<file path="config.mk">
export PLATFORM = sky130hd
export DESIGN_NAME = alu_result_display
export DESIGN_NICKNAME = d
export VERILOG_FILES = /design/src/rtl/alu_result_display.sv
export SDC_FILE = /design/constraint.sdc
export NUM_CORES = 1
export LEC_CHECK = 0
export ABC_AREA = 0
export BUFFER_PORTS_ARGS = -buffer_cell sky130_fd_sc_hd__buf_2
export CELL_PAD_IN_SITES_DETAIL_PLACEMENT = 1
export CELL_PAD_IN_SITES_GLOBAL_PLACEMENT = 2
export CORE_UTILIZATION = 25
export CTS_CLUSTER_SIZE = 30
export DETAILED_ROUTE_END_ITERATION = 7
export PLACE_DENSITY = 0.65
export SKIP_LAST_GASP = 1
export SLEW_MARGIN = 20
export SYNTH_ARGS = -nofsm -noshare
export SYNTH_HDL_FRONTEND = slang
export SYNTH_SLANG_ARGS = --single-unit
</file>
<file path="constraint.sdc">
create_clock -name Clk -period 2.3 [get_ports Clk]
set_input_delay 0.46 -clock Clk [delete_from_list [all_inputs] [get_ports Clk]]
set_output_delay 0.46 -clock Clk [all_outputs]
set_load 0.02 [all_outputs]
</file>
<file path="src/rtl/alu_result_display.sv">
// Display stage for the 4-bit ALU: sequential double-dabble of the 8-bit result
// into signed decimal, shown on a 4-digit multiplexed common-anode 7-segment display.
module alu_result_display #(
    parameter int SCAN_DIV = 50000
) (
    input  logic        Clk,
    input  logic        Rst,
    input  logic [7:0]  Din,
    input  logic [1:0]  Fsel,
    output logic [11:0] Bcd,
    output logic        Neg,
    output logic        Valid,
    output logic        Busy,
    output logic [3:0]  AN,
    output logic [6:0]  SEG
);

    localparam int DIV_W = (SCAN_DIV > 2) ? $clog2(SCAN_DIV) : 1;
    localparam logic [DIV_W-1:0] DIV_LAST = DIV_W'(SCAN_DIV - 1);
    localparam logic [6:0] GLYPH_BLANK = 7'b1111111;
    localparam logic [6:0] GLYPH_MINUS = 7'b0111111;

    typedef enum logic [1:0] {S_LOAD, S_SHIFT, S_DONE} state_t;

    state_t          state;
    state_t          state_nxt;
    logic [2:0]      shift_cnt;
    logic            neg_pend;
    logic            done_en;
    logic [7:0]      mag_r;
    logic [11:0]     bcd_sr;
    logic [11:0]     bcd_adj;
    logic [DIV_W-1:0] div_cnt;
    logic [1:0]      digit_idx;
    logic [6:0]      seg_nxt;

    function automatic logic [3:0] add3(input logic [3:0] n);
        return (n >= 4'd5) ? n + 4'd3 : n;
    endfunction

    function automatic logic [6:0] glyph(input logic [3:0] d);
        case (d)
            4'd0:    return 7'b1000000;
            4'd1:    return 7'b1111001;
            4'd2:    return 7'b0100100;
            4'd3:    return 7'b0110000;
            4'd4:    return 7'b0011001;
            4'd5:    return 7'b0010010;
            4'd6:    return 7'b0000010;
            4'd7:    return 7'b1111000;
            4'd8:    return 7'b0000000;
            4'd9:    return 7'b0010000;
            default: return GLYPH_BLANK;
        endcase
    endfunction

    always_ff @(posedge Clk or negedge Rst) begin
        if (!Rst) state <= S_LOAD;
        else      state <= state_nxt;
    end

    always_comb begin
        state_nxt = state;
        case (state)
            S_LOAD:  state_nxt = S_SHIFT;
            S_SHIFT: if (shift_cnt == 3'd7) state_nxt = S_DONE;
            S_DONE:  state_nxt = S_LOAD;
            default: state_nxt = S_LOAD;
        endcase
    end

    always_comb begin
        Busy    = (state != S_DONE);
        done_en = (state == S_DONE);
    end

    always_ff @(posedge Clk or negedge Rst) begin
        if (!Rst) begin
            shift_cnt <= 3'd0;
            neg_pend  <= 1'b0;
        end else if (state == S_LOAD) begin
            shift_cnt <= 3'd0;
            neg_pend  <= (Fsel == 2'b01) && Din[7];
        end else if (state == S_SHIFT) begin
            shift_cnt <= shift_cnt + 3'd1;
        end
    end

    assign bcd_adj = {add3(bcd_sr[11:8]), add3(bcd_sr[7:4]), add3(bcd_sr[3:0])};

    // Conversion datapath: fully reloaded every LOAD, so it carries no reset.
    always_ff @(posedge Clk) begin
        if (state == S_LOAD) begin
            mag_r  <= ((Fsel == 2'b01) && Din[7]) ? (~Din + 8'd1) : Din;
            bcd_sr <= 12'd0;
        end else if (state == S_SHIFT) begin
            {bcd_sr, mag_r} <= {bcd_adj[10:0], mag_r, 1'b0};
        end
    end

    // A zero magnitude never shows a sign, whatever produced it.
    always_ff @(posedge Clk or negedge Rst) begin
        if (!Rst) begin
            Bcd   <= 12'd0;
            Neg   <= 1'b0;
            Valid <= 1'b0;
        end else begin
            Valid <= done_en;
            if (done_en) begin
                Bcd <= bcd_sr;
                Neg <= neg_pend && (bcd_sr != 12'd0);
            end
        end
    end

    always_ff @(posedge Clk or negedge Rst) begin
        if (!Rst) begin
            div_cnt   <= '0;
            digit_idx <= 2'd0;
        end else if (div_cnt == DIV_LAST) begin
            div_cnt   <= '0;
            digit_idx <= digit_idx + 2'd1;
        end else begin
            div_cnt <= div_cnt + 1'b1;
        end
    end

    always_comb begin
        seg_nxt = GLYPH_BLANK;
        case (digit_idx)
            2'd0: seg_nxt = glyph(Bcd[3:0]);
            2'd1: seg_nxt = (Bcd[11:4] == 8'd0) ? GLYPH_BLANK : glyph(Bcd[7:4]);
            2'd2: seg_nxt = (Bcd[11:8] == 4'd0) ? GLYPH_BLANK : glyph(Bcd[11:8]);
            2'd3: seg_nxt = Neg ? GLYPH_MINUS : GLYPH_BLANK;
            default: seg_nxt = GLYPH_BLANK;
        endcase
    end

    always_ff @(posedge Clk or negedge Rst) begin
        if (!Rst) begin
            AN  <= 4'b1111;
            SEG <= GLYPH_BLANK;
        end else begin
            AN  <= ~(4'b0001 << digit_idx);
            SEG <= seg_nxt;
        end
    end

endmodule

</file>
==> metrics.yaml <==
vias_per_cell: 4.690
die_w_um: 125.0
ys_ff_latch: 69
pwr-share-clk_pct: 36.9
yosysWarnings: 0
clk_path_buf_depth: 2
ys.flop_type: "dfrtp_1"
critical_path_class: "reg2reg"
diodes: 0
wl_per_cell_um: 14.34
grt_max_degree: 28
grt-ovfl-total: 0
core-area_um2: 14640
cts.sinks: 69
first_iter_violations: 122
slew_headroom_pct: 61.39
pre_cts_ws_ns: 0.2699
power.leakage_nw: 2.025
fmax_ghz: 0.4834
post_cts_buffers: 0
fin_crit_ns: 2.069
insertion_delay_ns: 0.33
cts_hold_buf: 0
ant_nets: 0
route.vias.total: 2870
setup_slack_ns: 0.2313
cts_resized: 0
drc_errors: 6
ir_drop_mv: 0.4893
seq_area_um2: 1720
switching_share_pct: 31.91
wl_um: 8775
holdWs_ns: 0.1305
die_area_um2: 15620
root_buffer: "clkbuf_16"
cts_tree: "yes"
htree_levels: 3
worst_setup_path_start_kind: "flop"
initial_utilization_pct: 25.81
synth.most_common_cell: "dfrtp_1"
antenna_found_initial: 0
synthTopCellsByArea: "dfrtp_1 25%, ha_1 11%, dfstp_2 7.6%, dfxtp_1 6.4%, edfxtp_1 6.4%"
yosys.area.top_type: "dfrtp_1"
p_int_mw: 3.108
clkTransAtPathRegs_ns: 0.06
grt_pass1_wl_um: 15530
avgSynthCellArea_um2: 9.869
numPortBuffers: 37
critPathMaxFanout: 8
multi_input_area_um2: 1901
violations: "DRC"
cp.arrival_ns: 2.31
startpoint: "Bcd[9]"
run_status: "finished, violations left"
power_density_nw_per_um2: 1001
synth_area_um2: 3780
synth-edff-count: 8
finalSetupTns_ns: 0
holdCritPathClass: "in2async"
first_pass_iters: 6
yosysSeqAreaShare_pct: 45.51
drive_above_1_share_pct: 19.39
stdcell_count: 612
drv_slew: 0
syn2layout_area_growth_pct: 20.62
required_ns: 2.54
timing.rr.end: "SEG[6]"
fin_crit_sh_pct: 89.94
r2r_start: "Bcd[9]"
reg2reg_slack_ns: 0.23
placed_cells: 596
routabilityCongestion: 0.8574
num-nets-final: 467
synth_fp_nets: 427
yosysTopAreaCellShare_pct: 25.16
fp-row-count: 44
io_pins: 38
syn-instance-count: 383
power.switching_mw: 1.457
critPathCaptureType: "flop"
drv_cap: 0
seqPwrFrac_pct: 36.9
ys_types: 52
async_reset_ff_share_pct: 71.01
dpl.hpwl_um: 6493
setup_viol: 0
critPathCapture: "SEG[6]"
skew_ns: 0.008632
rsz0062_at_grt: "false"
grt_pass1_vias: 3028
combPwrFrac_pct: 26.2
n_fill_cell: 1671
synthTopCellsByCount: "38 x dfrtp_1, 35 x nand2_1, 35 x o21ai_0"
cts_made_buffers: 9
hold_violations: 0
gr-usage-all-layers_pct: 12.46
fp.dieH_um: 125.0
reg2regPathDepth: 6
tightest_slew_ns: 0.5791
## worst max-delay path: stages (launching register included)
cell and delay [ns]:
dfrtp_1 0.45, inv_1 0.15, ha_1 0.22, or3b_4 0.42
nor4b_4 0.33, nand2_1 0.16, a32oi_1 0.24
## metal layers
| layer | share of wire, % | global-route usage (%) | vias up |
|---|---|---|---|
| met3 | 3.1 | 2.953 | 8 |
| met4 | 1.6 | 4.806 | 0 |
| met1 | 46 | 15.35 | 1388 |
| met5 | 0 | 0 | - |
| li1 | - | - | 1430 |
| met2 | 49 | 21.06 | 44 |
## cell families after synthesis
family,after synthesis,synth area share (%)
AO/OA/AOI/OAI,89,14.80
multiplexers,11,3.178
adder cells (fa/ha/maj),32,10.59
buffers and inverters,41,4.204
AND/OR/NAND/NOR,118,16.39
flip-flops,69,45.51
XOR/XNOR,23,5.329
## sequential cells by signal, summed over array words and instances (netlist names)
signal,cells
shift_cnt,3
bcd_sr,12
neg_pend,1
state,2
SEG,7
Valid,1
digit_idx,2
mag_r,8
AN,4
Bcd,12
Neg,1
div_cnt,16
## how the worst min path moves through the flow
stage / to
3_5_place_dp: div_cnt[0]
2_1_floorplan: Bcd[0]
3_3_place_gp: div_cnt[0]
6_report: digit_idx[1]
5_1_grt: div_cnt[2]
4_1_cts: div_cnt[3]
## metrics by stage
stage | power (mW) | instance area (um2) | utilization [%]
final | 4.564 | 4559 | 31.13
after global routing | 4.867 | 4559 | 31.13
after CTS | 4.633 | 4559 | 31.13
after detailed placement | 2.919 | 4192 | 28.62
after global placement | 2.896 | 4192 | 28.62
after floorplan | 2.511 | 3780 | -
## area by class of cell
| cell class | instances | area share (%) |
|---|---|---|
| well taps | 184 | 5.049 |
| inverters | 28 | 2.305 |
| flip-flops and latches | 69 | 37.73 |
| repair buffers | 42 | 5.159 |
| clock inverters | 5 | 2.278 |
| clock buffers | 11 | 5.790 |
| multi-input cells | 273 | 41.68 |
## power groups by stage
stage | Combinational [mW] | Clock [mW] | Sequential [mW]
after global placement | 1.19 | 0 | 1.71
after detailed placement | 1.21 | 0 | 1.71
after floorplan | 0.750 | 0 | 1.76
after CTS | 1.21 | 1.73 | 1.69
after global routing | 1.36 | 1.79 | 1.72
final | 1.20 | 1.68 | 1.68
## cells in the final DEF, fill, tap and decap left out, types with 3 or more instances in the layout
master	instances
nor2b_1	6
a32oi_1	5
nor3b_1	4
dfstp_2	11
nor3_1	6
xnor2_1	13
a21o_1	4
nand2b_1	9
nand3_1	11
dfxtp_1	12
mux2_2	8
a2111oi_0	3
buf_4	4
xor2_1	10
ha_1	32
o22ai_1	5
dfrtp_1	38
edfxtp_1	8
inv_1	28
nor2_1	24
clkbuf_16	10
a21oi_1	17
nand2_1	35
o21ai_0	35
nand4_1	3
a22o_1	3
and3_1	4
mux2i_1	3
bufinv_16	3
buf_2	37
No activity file was read; power rests on OpenSTA's default activity.
